$ cat src/rtl/tsv_repair_ctrl.sv
// tsv_repair_ctrl: BIST and spare-TSV repair sequencer for the 9-TSV CAC/AFNS link
module tsv_repair_ctrl #(
    parameter int N_TSV      = 9,
    parameter int N_RED      = 3,
    parameter int SETTLE_CYC = 2,
    parameter int DRAIN_TO   = 16
) (
    input  logic                         i_clock,
    input  logic                         i_reset,
    input  logic                         i_start,
    input  logic                         i_link_idle,
    input  logic [N_TSV-1:0]             i_tsv_sense,
    output logic                         o_link_hold,
    output logic                         o_test_en,
    output logic [N_TSV-1:0]             o_tsv_drive,
    output logic [N_TSV-1:0]             o_f_flag,
    output logic [$clog2(N_TSV+1)-1:0]   o_fault_cnt,
    output logic                         o_busy,
    output logic                         o_done,
    output logic                         o_fail,
    output logic                         o_drain_err
);
    localparam int FW   = $clog2(N_TSV + 1);
    localparam int CMAX = DRAIN_TO > SETTLE_CYC ? DRAIN_TO : SETTLE_CYC;
    localparam int CW   = $clog2(CMAX + 1);

    typedef enum logic [2:0] {
        S_IDLE, S_DRAIN, S_DRIVE, S_SAMPLE, S_EVAL, S_UPDATE, S_SETTLE, S_FAIL
    } state_t;

    // P0 all zero, P1 all one, P2 odd bits set, P3 even bits set
    function automatic logic [N_TSV-1:0] f_pat(input logic [1:0] k);
        logic [N_TSV-1:0] a;
        for (int i = 0; i < N_TSV; i++) a[i] = i[0];
        return k == 2'd0 ? '0 : k == 2'd1 ? '1 : k == 2'd2 ? a : ~a;
    endfunction

    state_t           r_state, w_next;
    logic [1:0]       r_k, w_k_nxt;
    logic [CW-1:0]    r_cnt;
    logic [N_TSV-1:0] r_acc, r_f_flag, r_tsv_drive, w_tsv_drive, w_m;
    logic [FW-1:0]    r_fault_cnt, w_pc;
    logic             r_link_hold, r_test_en, r_busy, r_done, r_fail, r_drain_err;
    logic             w_link_hold, w_test_en, w_busy, w_done, w_fail, w_drain_err;

    assign w_m = r_f_flag | r_acc;
    assign w_pc = FW'($countones(w_m));

    // State register; outputs are registered from the next-state decode so they line up with the state
    always_ff @(posedge i_clock or posedge i_reset) begin
        if (i_reset) begin
            r_state     <= S_IDLE;
            r_link_hold <= 1'b0;
            r_test_en   <= 1'b0;
            r_tsv_drive <= '0;
            r_busy      <= 1'b0;
            r_done      <= 1'b0;
            r_fail      <= 1'b0;
            r_drain_err <= 1'b0;
        end else begin
            r_state     <= w_next;
            r_link_hold <= w_link_hold;
            r_test_en   <= w_test_en;
            r_tsv_drive <= w_tsv_drive;
            r_busy      <= w_busy;
            r_done      <= w_done;
            r_fail      <= w_fail;
            r_drain_err <= w_drain_err;
        end
    end

    // Next-state decode
    always_comb begin
        w_next = r_state;
        case (r_state)
            S_IDLE, S_FAIL: if (i_start) w_next = S_DRAIN;
            S_DRAIN:        w_next = i_link_idle ? S_DRIVE : r_cnt == CW'(1) ? S_IDLE : S_DRAIN;
            S_DRIVE:        w_next = S_SAMPLE;
            S_SAMPLE:       w_next = r_k == 2'd3 ? S_EVAL : S_DRIVE;
            S_EVAL:         w_next = w_pc > FW'(N_RED) ? S_FAIL : S_UPDATE;
            S_UPDATE:       w_next = S_SETTLE;
            S_SETTLE:       if (r_cnt == CW'(1)) w_next = S_IDLE;
            default:        w_next = S_IDLE;
        endcase
    end

    // Output decode for the state being entered; k advances as SAMPLE hands over to the next DRIVE
    always_comb begin
        w_k_nxt     = r_state == S_SAMPLE ? r_k + 2'd1 : w_next == S_DRAIN ? 2'd0 : r_k;
        w_link_hold = w_next != S_IDLE;
        w_test_en   = w_next == S_DRIVE || w_next == S_SAMPLE;
        w_tsv_drive = w_test_en ? f_pat(w_k_nxt) : '0;
        w_busy      = w_next != S_IDLE && w_next != S_FAIL;
        w_fail      = w_next == S_FAIL;
        w_done      = r_state == S_SETTLE && w_next == S_IDLE;
        w_drain_err = r_state == S_DRAIN && w_next == S_IDLE;
    end

    // Pattern index, shared drain/settle counter, mismatch accumulator and the sticky fault map
    always_ff @(posedge i_clock or posedge i_reset) begin
        if (i_reset) begin
            r_k         <= 2'd0;
            r_cnt       <= '0;
            r_acc       <= '0;
            r_f_flag    <= '0;
            r_fault_cnt <= '0;
        end else begin
            r_k <= w_k_nxt;
            if (w_next == S_DRAIN && r_state != S_DRAIN) begin
                r_cnt <= CW'(DRAIN_TO);
                r_acc <= '0;
            end else if (r_state == S_UPDATE) begin
                r_cnt <= CW'(SETTLE_CYC);
            end else if (r_state == S_DRAIN || r_state == S_SETTLE) begin
                r_cnt <= r_cnt - CW'(1);
            end
            if (r_state == S_SAMPLE) r_acc <= r_acc | (i_tsv_sense ^ r_tsv_drive);
            if (r_state == S_EVAL) r_fault_cnt <= w_pc;
            if (r_state == S_UPDATE) r_f_flag <= w_m;
        end
    end

    assign o_link_hold = r_link_hold;
    assign o_test_en   = r_test_en;
    assign o_tsv_drive = r_tsv_drive;
    assign o_f_flag    = r_f_flag;
    assign o_fault_cnt = r_fault_cnt;
    assign o_busy      = r_busy;
    assign o_done      = r_done;
    assign o_fail      = r_fail;
    assign o_drain_err = r_drain_err;
endmodule
$ cat config.mk
export PLATFORM = sky130hd
export DESIGN_NAME = tsv_repair_ctrl
export DESIGN_NICKNAME = d
export VERILOG_FILES = /design/src/rtl/tsv_repair_ctrl.sv
export SDC_FILE = /design/constraint.sdc
export NUM_CORES = 1
export LEC_CHECK = 0
export ABC_CLOCK_PERIOD_IN_PS = 4000
export CORE_MARGIN = 2
export CORE_UTILIZATION = 47
export DETAILED_ROUTE_END_ITERATION = 7
export PLACE_DENSITY = 0.75
export SLEW_MARGIN = 30
export SYNTH_ARGS = -nofsm -noshare
export SYNTH_HDL_FRONTEND = slang
export SYNTH_SLANG_ARGS = --single-unit
$ cat constraint.sdc
create_clock -name i_clock -period 4 [get_ports i_clock]
set_input_delay 1 -clock i_clock [delete_from_list [all_inputs] [get_ports i_clock]]
set_output_delay 1 -clock i_clock [all_outputs]
set_load 0.05 [all_outputs]
Yosys cells after proc, flatten, opt, wreduce, memory -nomap -nowiden
Index checks and enable logic that the tools add are counted.
Widths: inputs -> output; s select.
{"block": "word_totals", "wordCells": 75, "regBits": 47, "input_bits": 13, "out_inout_bits": 28}
{"block": "op_classes", "n_reduce_logical": 13, "addsub": 10, "magnitude_cmp": 1, "bitwise_logic": 3, "muxes": 18, "eq_ne": 17}
{"cell": "$mux 9", "n": 6}
{"cell": "$pmux 3 s7", "n": 1}
{"cell": "$or 9x9->9", "n": 2}
{"cell": "$eq 3x3->1 const B", "n": 5}
{"cell": "$mux 5", "n": 3}
{"cell": "$eq 3x2->1 const B", "n": 4}
{"cell": "$mux 3", "n": 3}
{"cell": "$xor 9x9->9", "n": 1}
{"cell": "$add 1x1->2", "n": 4}
{"cell": "$mux 2", "n": 4}
{"cell": "$add 2x2->3", "n": 2}
{"cell": "$eq 3x1->1 const B", "n": 2}
{"cell": "$logic_not 3->1", "n": 2}
{"cell": "$reduce_bool 3->1", "n": 2}
{"cell": "$eq 5x1->1 const B", "n": 1}
{"cell": "$sub 5x1->5 const B", "n": 1}
{"cell": "$add 3x3->4", "n": 1}
{"cell": "$add 4x1->4", "n": 1}
{"cell": "$eq 2x2->1 const B", "n": 2}
{"cell": "$gt 4x2->1 const B", "n": 1}
{"cell": "$logic_and 1x1->1", "n": 4}
{"cell": "$ne 3x1->1 const B", "n": 1}
{"cell": "$ne 3x3->1 const B", "n": 1}
{"cell": "$add 2x1->2 const B", "n": 1}
{"cell": "6 further kinds", "n": 7}

Depth between registers and ports, before layout
Gate-level depths: netlist (run 1).
{"block": "logic_depth", "ltp_word": 16, "depth_mapped": 13, "mapped_depth_nobuf": 12}

Worst setup path after synthesis (run 1)
OpenSTA, ideal clock, no wires.
{"block": "synth_path", "path_type": "reg2reg", "startpoint": "reg r_f_flag[0], in the netlist o_f_flag[0]", "endpoint": "reg r_drain_err, in the netlist o_drain_err", "arrival_ns": 4.301, "path_stages_with_launch": 14, "t_required_ns": 3.873, "synth_period_minus_slack_ns": 4.428, "setup_ns": 0.127, "n_path_buf": 1, "setup_slack_ns": -0.428, "cell_sequence": "dfrtp_1 or2_2 fa_1 inv_1 fa_1 fa_1 inv_1 fa_1 fa_1 and2_1 a211o_1 and4_1 buf_6 nor3b_2"}
{"block": "synth_via", "elab_chain_cells": 10}
{"element": "start, declared", "line_no": "41", "text": "logic [N_TSV-1:0] r_acc, r_f_flag, r_tsv_drive, w_tsv_drive, w_m;"}
{"element": "start signal, assigned", "line_no": "119", "text": "if (r_state == S_UPDATE) r_f_flag <= w_m;"}
{"element": "$or 9x9->9", "line_no": "46", "text": "assign w_m = r_f_flag | r_acc;"}
{"element": "named net w_m[0]", "line_no": "41"}
{"element": "$add 1x1->2 (not written as such)", "line_no": "47", "text": "assign w_pc = FW'($countones(w_m));"}
{"element": "$add 2x2->3 (not written as such)", "line_no": "47"}
{"element": "$add 3x3->4 (not written as such)", "line_no": "47"}
{"element": "$add 4x1->4 (not written as such)", "line_no": "47"}
{"element": "$gt 4x2->1", "line_no": "80", "text": "S_EVAL: w_next = w_pc > FW'(N_RED) ? S_FAIL : S_UPDATE;"}
{"element": "$mux 2", "line_no": "80"}
{"element": "$pmux 3 s7", "line_no": "75", "text": "case (r_state)"}
{"element": "$logic_not 3->1", "line_no": "96", "text": "w_drain_err = r_state == S_DRAIN && w_next == S_IDLE;"}
{"element": "$logic_and 1x1->1", "line_no": "96"}
{"element": "named net w_drain_err", "line_no": "44", "text": "logic w_link_hold, w_test_en, w_busy, w_done, w_fail, w_drain_err;"}
{"element": "end signal, assigned", "line_no": "68", "text": "r_drain_err <= w_drain_err;"}
{"element": "end, declared", "line_no": "43", "text": "logic r_link_hold, r_test_en, r_busy, r_done, r_fail, r_drain_err;"}
The timed path passes the listed nets, and every way through them passes these cells.
A chain may end at the register's enable or synchronous reset.

Worst setup path in the final report (run 1)
{"block": "layout_path", "startpoint": "reg r_acc[0]", "endpoint": "reg r_cnt[4]"}
{"block": "layout_via", "elab_chain_cells": 11, "word_cells_on_any_way": 12, "cone_classes": "add/sub: 4; order compare: 1; eq/ne: 1; mux: 3; bitwise: 1; reduce/logical: 2"}
{"element": "start, declared", "line_no": "41"}
{"element": "start signal, assigned", "line_no": "117", "text": "if (r_state == S_SAMPLE) r_acc <= r_acc | (i_tsv_sense ^ r_tsv_drive);"}
{"element": "$or 9x9->9 (*)", "line_no": "46"}
{"element": "named net w_m[0]", "line_no": "41"}
{"element": "$add 1x1->2 (not written as such) (*)", "line_no": "47"}
{"element": "$add 2x2->3 (not written as such) (*)", "line_no": "47"}
{"element": "$add 3x3->4 (not written as such) (*)", "line_no": "47"}
{"element": "$add 4x1->4 (not written as such) (*)", "line_no": "47"}
{"element": "$gt 4x2->1 (*)", "line_no": "80"}
{"element": "$mux 2 (*)", "line_no": "80"}
{"element": "$pmux 3 s7 (*)", "line_no": "75"}
{"element": "$eq 3x1->1 (*)", "line_no": "109", "text": "if (w_next == S_DRAIN && r_state != S_DRAIN) begin"}
{"element": "$logic_and 1x1->1 (*)", "line_no": "109"}
{"element": "$reduce_bool 3->1 (no source line) / $mux 5 (equally long branches)"}
{"element": "end signal, assigned", "line_no": "110", "text": "r_cnt <= CW'(DRAIN_TO);"}
{"element": "end signal, assigned", "line_no": "113", "text": "r_cnt <= CW'(SETTLE_CYC);"}
{"element": "end signal, assigned", "line_no": "115", "text": "r_cnt <= r_cnt - CW'(1);"}
{"element": "end, declared", "line_no": "40", "text": "logic [CW-1:0] r_cnt;"}
Mark *: on every way through the listed nets, which the timed path passes. The rest lies on a longest branch.

==> results of run 1 <==
repair_timing:
| item | 4_1_cts | 5_1_grt |
|---|---|---|
| setup buffers | 1 | 1 |
| gates resized for setup | 2 | 7 |
| pin swaps | 2 | 7 |
| endpoints found under the hold margin | 0 | 0 |
| endpoints found under the setup margin | 12 | 17 |
cell usage after synthesis, types with 3 or more instances:
library cell / number / area share [%]
a21oi_1: 16 / 3.5
nor2_1: 10 / 1.6
xnor2_1: 3 / 1.1
nor2b_1: 6 / 1.6
nand2_1: 5 / 0.82
inv_1: 12 / 2.0
fa_1: 5 / 4.4
ha_1: 5 / 2.7
buf_4: 8 / 2.6
a21oi_2: 12 / 4.6
dfrtp_1: 40 / 44
or2_2: 5 / 1.4
and3b_1: 5 / 1.9
mux2i_1: 3 / 1.3
o21ai_0: 8 / 1.8
clkbuf_1: 7 / 1.1
xor2_1: 9 / 3.4
buf_6: 3 / 1.5
a21o_1: 9 / 3.0
path summary, 6_finish.rpt:
check | cells after the start | to | slack [ns] | startpoint
hold reg to reg | 1 | o_f_flag[1] | 0.48 | o_f_flag[1]
max in group asynchronous | 3 | o_f_flag[0] | 2.49 | i_reset
setup / recovery | 13 | r_cnt[4] | 0.02 | r_acc[0]
hold / removal | 1 | o_f_flag[1] | 0.48 | o_f_flag[1]
min in group asynchronous | 3 | o_done | 1.13 | i_reset
setup reg to reg | 13 | r_cnt[4] | 0.02 | r_acc[0]
final cells by class:
class | count | area share (%)
repair buffers | 48 | 16.6
clock buffers | 6 | 2.57
well taps | 67 | 2.97
flip-flops and latches | 40 | 35.6
inverters | 13 | 1.73
clock inverters | 1 | 0.177
multi-input cells | 141 | 40.4
routing by layer:
metal / wire length (um) / track usage, %
met5: 0 / 0
met4: 50 / 4.85
met1: 2020 / 24.1
met3: 180 / 4.80
met2: 2200 / 29.7
critical path: stages (launching register included):
cell and delay [ns]:
dfrtp_1 0.38, or2_4 0.25, fa_1 0.53, inv_1 0.04, fa_1 0.46, fa_1 0.52
inv_2 0.05, fa_2 0.34, fa_2 0.39, and2_4 0.16, a211oi_2 0.27, nor4_4 0.10
buf_4 0.16, a21bo_2 0.20
flip-flops by register name, indices dropped and copies added, names as in the netlist:
signal and flops:
o_drain_err 1, r_state 3, o_busy 1, o_f_flag 9, o_tsv_drive 2, r_k 2, o_fail 1, o_done 1
o_link_hold 1, r_acc 9, o_fault_cnt 4, o_test_en 1, r_cnt 5
per-stage QoR:
stage	setup TNS (ns)	cell area, um2
2_1_floorplan	-0.00888	2310
3_3_place_gp	0	2710
3_5_place_dp	-0.308	2710
4_1_cts	0	2800
5_1_grt	-0.241	2830
6_report	0	2830
cells by family after synthesis:
group                      count (synthesis)  synth area share [%]
muxes                                      5                  2.30
and+or+nand+nor                           51                  14.2
AOI/OAI and AO/OA                         63                  20.0
xor gates and xnor gates                  12                  4.60
adders and majority gates                 10                  7.11
buffers and inverters                     34                  7.99
DFF                                       40                  43.8
==> out/metrics.cfg, run 1 <==
[status]
status=finished, final reports clean

[detailed_routing]
drtPass1Iterations=4
post_drt_wl_per_cell_um=14.1
vias=1658
drcViolationCount=0
drt-total-wl_um=4450
routed_via_density=5.25
antenna_left=0
drt_iter0_markers=87

[sta]
finalCritPeriodShare_pct=99.5
skew_ns=0.00454
layout_setup_ws_ns=0.0214
fin_crit_ns=3.98
slew_violations=0
tightestPinTransition_ns=0.546
holdWs_ns=0.483
setup_viol=0
fmax_ghz=0.251
grt_setup_unrepaired=true
hold_viol_final=0
max_slew_margin_pct=63.6

[placed_design]
port_buffers=40
place_congestion=0.776
pre_cts_ws_ns=-0.0396
placed_cells=308
dp.final_hpwl_um=3190

[synthesis]
ys_ff_latch=40
ys_seq_area_share_pct=43.8
yosysWarnings=0
synth_cell_types=53
mappedNetlistNets=238
syn_area_per_cell_um2=10.6
syn_area_mm2=0.00229
syn_inst=215
synth_edf_count=0
async_flop_share_pct=100
synth_ff_type=dfrtp_1

[clock_network]
cts_tree=done
hold_buffers=0
cts_buffers=5
h-tree-depth=2
root_buffer=clkbuf_8
clock_path_buffers=2
clock_latency_ns=0.29
clock-sinks=40
cts.clk_slew.worst_paths_ns=0.07

[worst_setup_path]
crit_type=flop to flop
cp-start-kind=flop
required_ns=4.18
crit_path_end_kind=flop
worstPathArrival_ns=4.16
crit_fanout=3

[final_layout]
final_common_cell=clkdlybuf4s50_1
post-route-util_pct=59.8
final_cell_mix=clkdlybuf4s50_1 (40), dfrtp_1 (37), a21oi_1 (16)
diodes=0
fin_cells=316
drive_above_1_share_pct=21.3
n_fill_cell=394
regArea_mm2=0.00100
multi_input_area_mm2=0.00114
area_delta_synth_final_pct=23.5
nNetsFinal=272

[die]
rows=25
core_mm2=0.00472
io_pins=41
dieArea_mm2=0.00544
fp.dieW_um=73.8
start_util_pct=48.4
die_y_um=73.8

[global_route]
gr-total-overflow=0
grt_max_degree=41
grt_usage_pct=18.2
grt_pass1_wl_um=7500
antenna_found_initial=0
grt_pass1_vias=1603

[flow_run]
maxCapViolCount=0

[min_path]
hold_class=flop to flop

Power of run 1 is left out: the tool's default activity adds up to more than one toggle a clock period on the data nets, which glitch-free logic cannot reach.
==> run 2: changes to the inputs <==
--- a/config.mk
+++ b/config.mk
@@ -5,11 +5,12 @@
 export SDC_FILE = /design/constraint.sdc
 export NUM_CORES = 1
 export LEC_CHECK = 0
+export ABC_AREA = 1
 export ABC_CLOCK_PERIOD_IN_PS = 4000
 export CORE_MARGIN = 2
 export CORE_UTILIZATION = 47
 export DETAILED_ROUTE_END_ITERATION = 7
-export PLACE_DENSITY = 0.75
+export PLACE_DENSITY = 0.76
 export SLEW_MARGIN = 30
 export SYNTH_ARGS = -nofsm -noshare
 export SYNTH_HDL_FRONTEND = slang
==> run 2 against run 1 <==
Final cell count rose by 6.6%. Critical path depth increased by 6. Fmax up 2.6%. Wire length shrank 3.0%.
==> out/metrics.cfg, run 2 <==
[global_route]
antenna_found_initial=0
gr-total-overflow=0
grt_max_degree=41
grt_pass1_wl_um=7250
grt_usage_pct=18.2
grt_pass1_vias=1623

[final_layout]
diodes=0
drive_above_1_share_pct=17.2
multi_input_area_um2=943
n_fill_cell=391
nNetsFinal=307
regArea_mm2=0.00100
final_cell_mix=nand2_1 (47), clkdlybuf4s50_1 (40), inv_1 (37), dfrtp_1 (37), nor2_1 (19)
post-route-util_pct=61.6
area_delta_synth_final_pct=25.2
final_common_cell=nand2_1

[detailed_routing]
drt_iter0_markers=104
drt-total-wl_um=4310
routed_via_density=4.82
drcViolationCount=0
drtPass1Iterations=4
antenna_left=0
vias=1625
post_drt_wl_per_cell_um=12.8

[sta]
layout_setup_ws_ns=0.123
finalCritPeriodShare_pct=96.9
tightestPinTransition_ns=0.505
setup_viol=0
skew_ns=0.00727
slew_violations=0
hold_viol_final=0
max_slew_margin_pct=66.2
grt_setup_unrepaired=true
fmax_ghz=0.258
holdWs_ns=0.489
fin_crit_ns=3.88
setup_tns_ns=0

[placed_design]
place_congestion=0.779
dp.final_hpwl_um=3130
pre_cts_ws_ns=0.00188
port_buffers=40

[synthesis]
syn_area_mm2=0.00217
synth_most_common_cell=nand2_1
syn_area_per_cell_um2=8.83
synth_edf_count=0
yosysTopAreaCell=dfrtp_1
synth_ff_type=dfrtp_1
syn_inst=246
ys_ff_latch=40
async_flop_share_pct=100
synth_cell_types=32
ys_top_cells_by_count=nand2_1 (49), dfrtp_1 (40), inv_1 (40), nor2_1 (20), o21ai_0 (14)
ys_seq_area_share_pct=46.1
yosysWarnings=0
synth_area_leaders=dfrtp_1 (46%), nand2_1 (8.5%), inv_1 (6.9%)
synth_top_area_share_pct=46.1
mappedNetlistNets=269

[die]
start_util_pct=49.2
dieArea_mm2=0.00518
io_pins=41
fp.dieW_um=72.0
rows=24
die_y_um=72.0
core_mm2=0.00441

[worst_setup_path]
crit_fanout=7
worstPathArrival_ns=4.07
cp-start-kind=flop
crit_type=flop to flop
required_ns=4.19
crit_path_end_kind=flop

[min_path]
hold_class=flop to flop

[status]
status=finished, final reports clean

[clock_network]
clock-sinks=40
cts_buffers=5
cts_tree=done
clock_path_buffers=2
h-tree-depth=2
cts.clk_slew.worst_paths_ns=0.08
clock_latency_ns=0.30
root_buffer=clkbuf_8

[flow_run]
maxCapViolCount=0

[run 2: cell count changes after synthesis, sizes merged, moves of 6 or more]
cell / before / now
nor2: 10 / 26
o21ai: 9 / 16
xnor2: 3 / 10
nor2b: 6 / 0
inv: 13 / 47
nand2: 5 / 56
nand3: 2 / 9
a21o: 9 / 0
a21oi: 28 / 4
xor2: 9 / 1
clkbuf: 7 / 1
[run 2: metrics by stage]
stage	instances	instance area (um2)
3_5_place_dp	328	2580
4_1_cts	337	2710
5_1_grt	337	2720
3_3_place_gp	328	2580
6_report	337	2720
2_1_floorplan	246	2180
[run 2: cell families (layout without fill, tap and decap cells)]
| kind of cell | Yosys count | count (layout) | share of synthesized area, % |
|---|---|---|---|
| fa+ha+maj | 10 | 10 | 7.49 |
| buf+inv | 59 | 98 | 11.6 |
| simple gates | 98 | 98 | 22.8 |
| compound gates | 28 | 28 | 7.66 |
| xor+xnor | 11 | 11 | 4.44 |
| flops | 40 | 40 | 46.1 |
[run 2: routing by layer]
layer	vias up	share of wire (%)	global-route usage (%)
met5	-	0	0
met4	0	1.1	5.66
met3	5	4.3	4.03
met2	31	50	31.0
met1	773	44	23.4
li1	816	-	-
[run 2: worst max-delay path, cell delays in order, from the launching register on]
cell and delay (ns):
dfrtp_2 0.42, inv_2 0.07, nand2_2 0.05, fa_1 0.53
inv_1 0.05, fa_1 0.45, fa_1 0.50, inv_2 0.04
fa_2 0.35, fa_2 0.38, nor2_2 0.08, nor2_1 0.05
nand2_2 0.07, nand3_2 0.08, nor2_4 0.14, nand3_4 0.15
nor2_4 0.18, inv_2 0.08, nand2_1 0.06, inv_1 0.04
[run 2: final cells by class]
cell class	count	area share [%]
multi-input cells	147	34.7
well taps	52	2.39
clock buffers	5	2.53
repair buffers	42	15.3
flip-flops and latches	40	36.9
clock inverters	3	1.56
inverters	48	6.62
[run 2: timing repair]
| action | CTS | global route |
|---|---|---|
| gates resized for setup | 1 | 6 |
| setup buffers | 1 | 0 |
| hold buffers | 0 | 0 |
| pin swaps | 2 | 7 |
| gates cloned | 0 | 0 |
| setup endpoints to repair | 6 | 21 |
| endpoints found under the hold margin | 0 | 0 |
[run 2: worst paths after layout]
path	from	endpoint	slack [ns]	depth (start not counted)
setup / recovery	o_f_flag[0]	r_acc[8]	0.12	19
hold / removal	o_fault_cnt[3]	o_fault_cnt[3]	0.49	2
setup reg to reg	o_f_flag[0]	r_acc[8]	0.12	19
hold reg to reg	o_fault_cnt[3]	o_fault_cnt[3]	0.49	2
max in group asynchronous	i_reset	o_f_flag[0]	2.50	3
min in group asynchronous	i_reset	o_f_flag[2]	1.11	3
Power of run 2 is left out for the same reason.
==> edit, RTL diff (flow settings as in run 2) <==
Reset style: synchronous (`i_reset`), changed in 2 clocked blocks.
--- a/src/rtl/tsv_repair_ctrl.sv
+++ b/src/rtl/tsv_repair_ctrl.sv
@@ -47,7 +47,7 @@
     assign w_pc = FW'($countones(w_m));
 
     // State register; outputs are registered from the next-state decode so they line up with the state
-    always_ff @(posedge i_clock or posedge i_reset) begin
+    always_ff @(posedge i_clock) begin
         if (i_reset) begin
             r_state     <= S_IDLE;
             r_link_hold <= 1'b0;
@@ -97,7 +97,7 @@
     end
 
     // Pattern index, shared drain/settle counter, mismatch accumulator and the sticky fault map
-    always_ff @(posedge i_clock or posedge i_reset) begin
+    always_ff @(posedge i_clock) begin
         if (i_reset) begin
             r_k         <= 2'd0;
             r_cnt       <= '0;
Check against the original RTL: differs if i_reset is asserted again (counterexample within 4 cycles, from zero or initial values and one cycle with i_reset high); with i_reset held inactive, the same outputs for 10 cycles.
==> edit against run 2 <==
The run now ends with setup timing left; synthesized cell count is 2.4% higher; routed wire length is 0.23% higher; clock skew is 0.00089 ns higher; cell area is 3.2% lower; worst setup slack worse by 0.14 ns; sequential cell count stayed put; via count is 6.2% higher; area after synthesis is 9.3% lower; worst hold slack worse by 0.033 ns; critical path type unchanged; critical endpoint is now r_k[1]; highest routed layer unchanged.
==> edit: results (changes against run 2) <==
[grt]
grt_usage_pct = 19.7  ; +1.5 points
grt_max_degree = 15  ; -63%
grt_pass1_vias = 1566  ; -3.5%
grt_pass1_wl_mm = 6.80  ; -6.1%

[yosys]
synth_fa_ha_area_share_pct = 8.25  ; +0.77 points
synthCells = 252  ; +2.4%
ys_types = 31  ; -3.1%
synthTopCellsByArea = dfxtp_1 (41%), nor2_1 (7.6%), nand2_1 (7.4%), inv_1 (6.3%), fa_1 (5.1%)
synth_xor_area_share_pct = 4.44  ; +0.0090 points
ys_seq_area_share_pct = 40.6  ; -5.4 points
synth-main-ff-cell = dfxtp_1
synth_common_cells = dfxtp_1 (40), nor2_1 (40), nand2_1 (39)
synth_nets = 275  ; +2.2%
ys_async_sr_fraction_pct = 0  ; -100 points
synth_mux_area_share_pct = 0  ; unchanged
synth_compound_area_share_pct = 10.5  ; +2.8 points

[placed_design]
placed_cell_area_um2 = 2360  ; -8.8%
dp_hpwl_mm = 3.06  ; -2.2%
gp_congestion = 0.817  ; +4.9%
dp_slack_ns = -0.106  ; -0.108 ns
place.port_buffers = 40  ; unchanged
dp.cells = 329  ; +0.30%

[route]
vias = 1726  ; +6.2%
wl_met3_um = 235  ; +27%
wl_mm = 4.32  ; +0.23%
routedWlPerCell_um = 12.5  ; -2.1%
drt-initial-drc-count = 113  ; +8.7%
wl_met1_mm = 1.88  ; -1.9%
wl_met2_mm = 2.11  ; -2.2%

[power]
vdd_drop_max_mv = 0.269
swShare_pct = 31.0
p_leak_nw = 1.10

[timing]
setup_viol = 10  ; +10
fin_tns_setup_ns = -0.0928  ; -0.0928 ns
layout_setup_ws_ns = -0.0208  ; -0.144 ns
maxSlewHeadroom_pct = 57.1  ; -9.1 points
hold_ws_ns = 0.457  ; -0.0326 ns
finalClockSkew_ns = 0.00816  ; +0.000894 ns

[critical_path]
r2r-start = r_acc[1]
cp_max_fo = 5  ; -2
cp_data_arrival_time_ns = 4.20  ; +0.13 ns
reg2reg_depth = 19  ; unchanged
cpPeakStageDelay_ns = 0.60  ; +0.07 ns
reg2reg_to = r_k[1]

[cts]
cts_inserted_buffers = 5  ; unchanged
cts.htree.levels = 2  ; unchanged
cts_max_path_buffers = 2  ; unchanged

[status]
status = finished with violations
violations = setup timing

[finish]
nFillCells = 363  ; -7.2%
drive_above_1_share_pct = 18.6  ; +1.5 points
nets = 317  ; +3.3%

[worst_hold_path]
min_from = o_f_flag[0]
worstHoldEndpoint = o_f_flag[0]

## edit: layer usage
layer | vias up | global-route usage (%)
li1 | 869 | -
met4 | 0 | 7.11
met2 | 54 | 34.5
met5 | - | 0
met1 | 794 | 22.9
met3 | 9 | 5.68
## edit: final cells by class
| type | instances | area, um2 | share of cell area [%] |
|---|---|---|---|
| well taps | 50 | 62.6 | 2.38 |
| clock buffers | 6 | 82.6 | 3.14 |
| flip-flops and latches | 40 | 806 | 30.6 |
| inverters | 37 | 139 | 5.28 |
| repair buffers | 47 | 460 | 17.5 |
| multi-input cells | 163 | 1040 | 39.6 |
| clock inverters | 2 | 38.8 | 1.47 |
## edit: how the worst max path moves through the flow
stage	start	end	cells after the start
CTS	o_f_flag[0]	o_tsv_drive[7]	20
detailed placement	o_f_flag[0]	r_acc[2]	17
finish	r_acc[1]	r_k[1]	19
global placement	o_f_flag[0]	r_cnt[1]	17
floorplan	o_f_flag[1]	o_tsv_drive[7]	19
global route	r_acc[1]	o_tsv_drive[7]	20
## edit: power by group through the flow
stage | combinational (mW) | sequential [mW] | clock, mW
6_report | 0.262 | 0.440 | 0.351
3_5_place_dp | 0.211 | 0.449 | 0
5_1_grt | 0.287 | 0.444 | 0.372
3_3_place_gp | 0.208 | 0.449 | 0
4_1_cts | 0.235 | 0.440 | 0.357
2_1_floorplan | 0.138 | 0.466 | 0
## edit: kinds of logic after synthesis
group	count (synthesis)
xor gates and xnor gates	10
adders and majority gates	10
DFF	40
and+or+nand+nor	109
AOI/OAI and AO/OA	33
buffers and inverters	50
## edit: what timing repair did
action,4_1_cts,5_1_grt
gates cloned,1,0
setup buffers,4,3
hold buffers,0,0
setup endpoints to repair,14,25
gates resized for setup,5,25
pin swaps,5,15
## edit: worst register-to-register path: stages (launching register included)
cell and delay [ns]:
dfxtp_2 0.32, or2_4 0.25, fa_1 0.53, inv_1 0.05
fa_1 0.47, fa_1 0.60, fa_2 0.21, inv_2 0.04
fa_2 0.36, inv_2 0.06, nand2_2 0.04, nand2_2 0.07
nor2_4 0.04, nor2_2 0.13, nand2_2 0.08, nor2_4 0.17
nand3_4 0.13, a21boi_2 0.19, buf_4 0.12, nor2_1 0.03
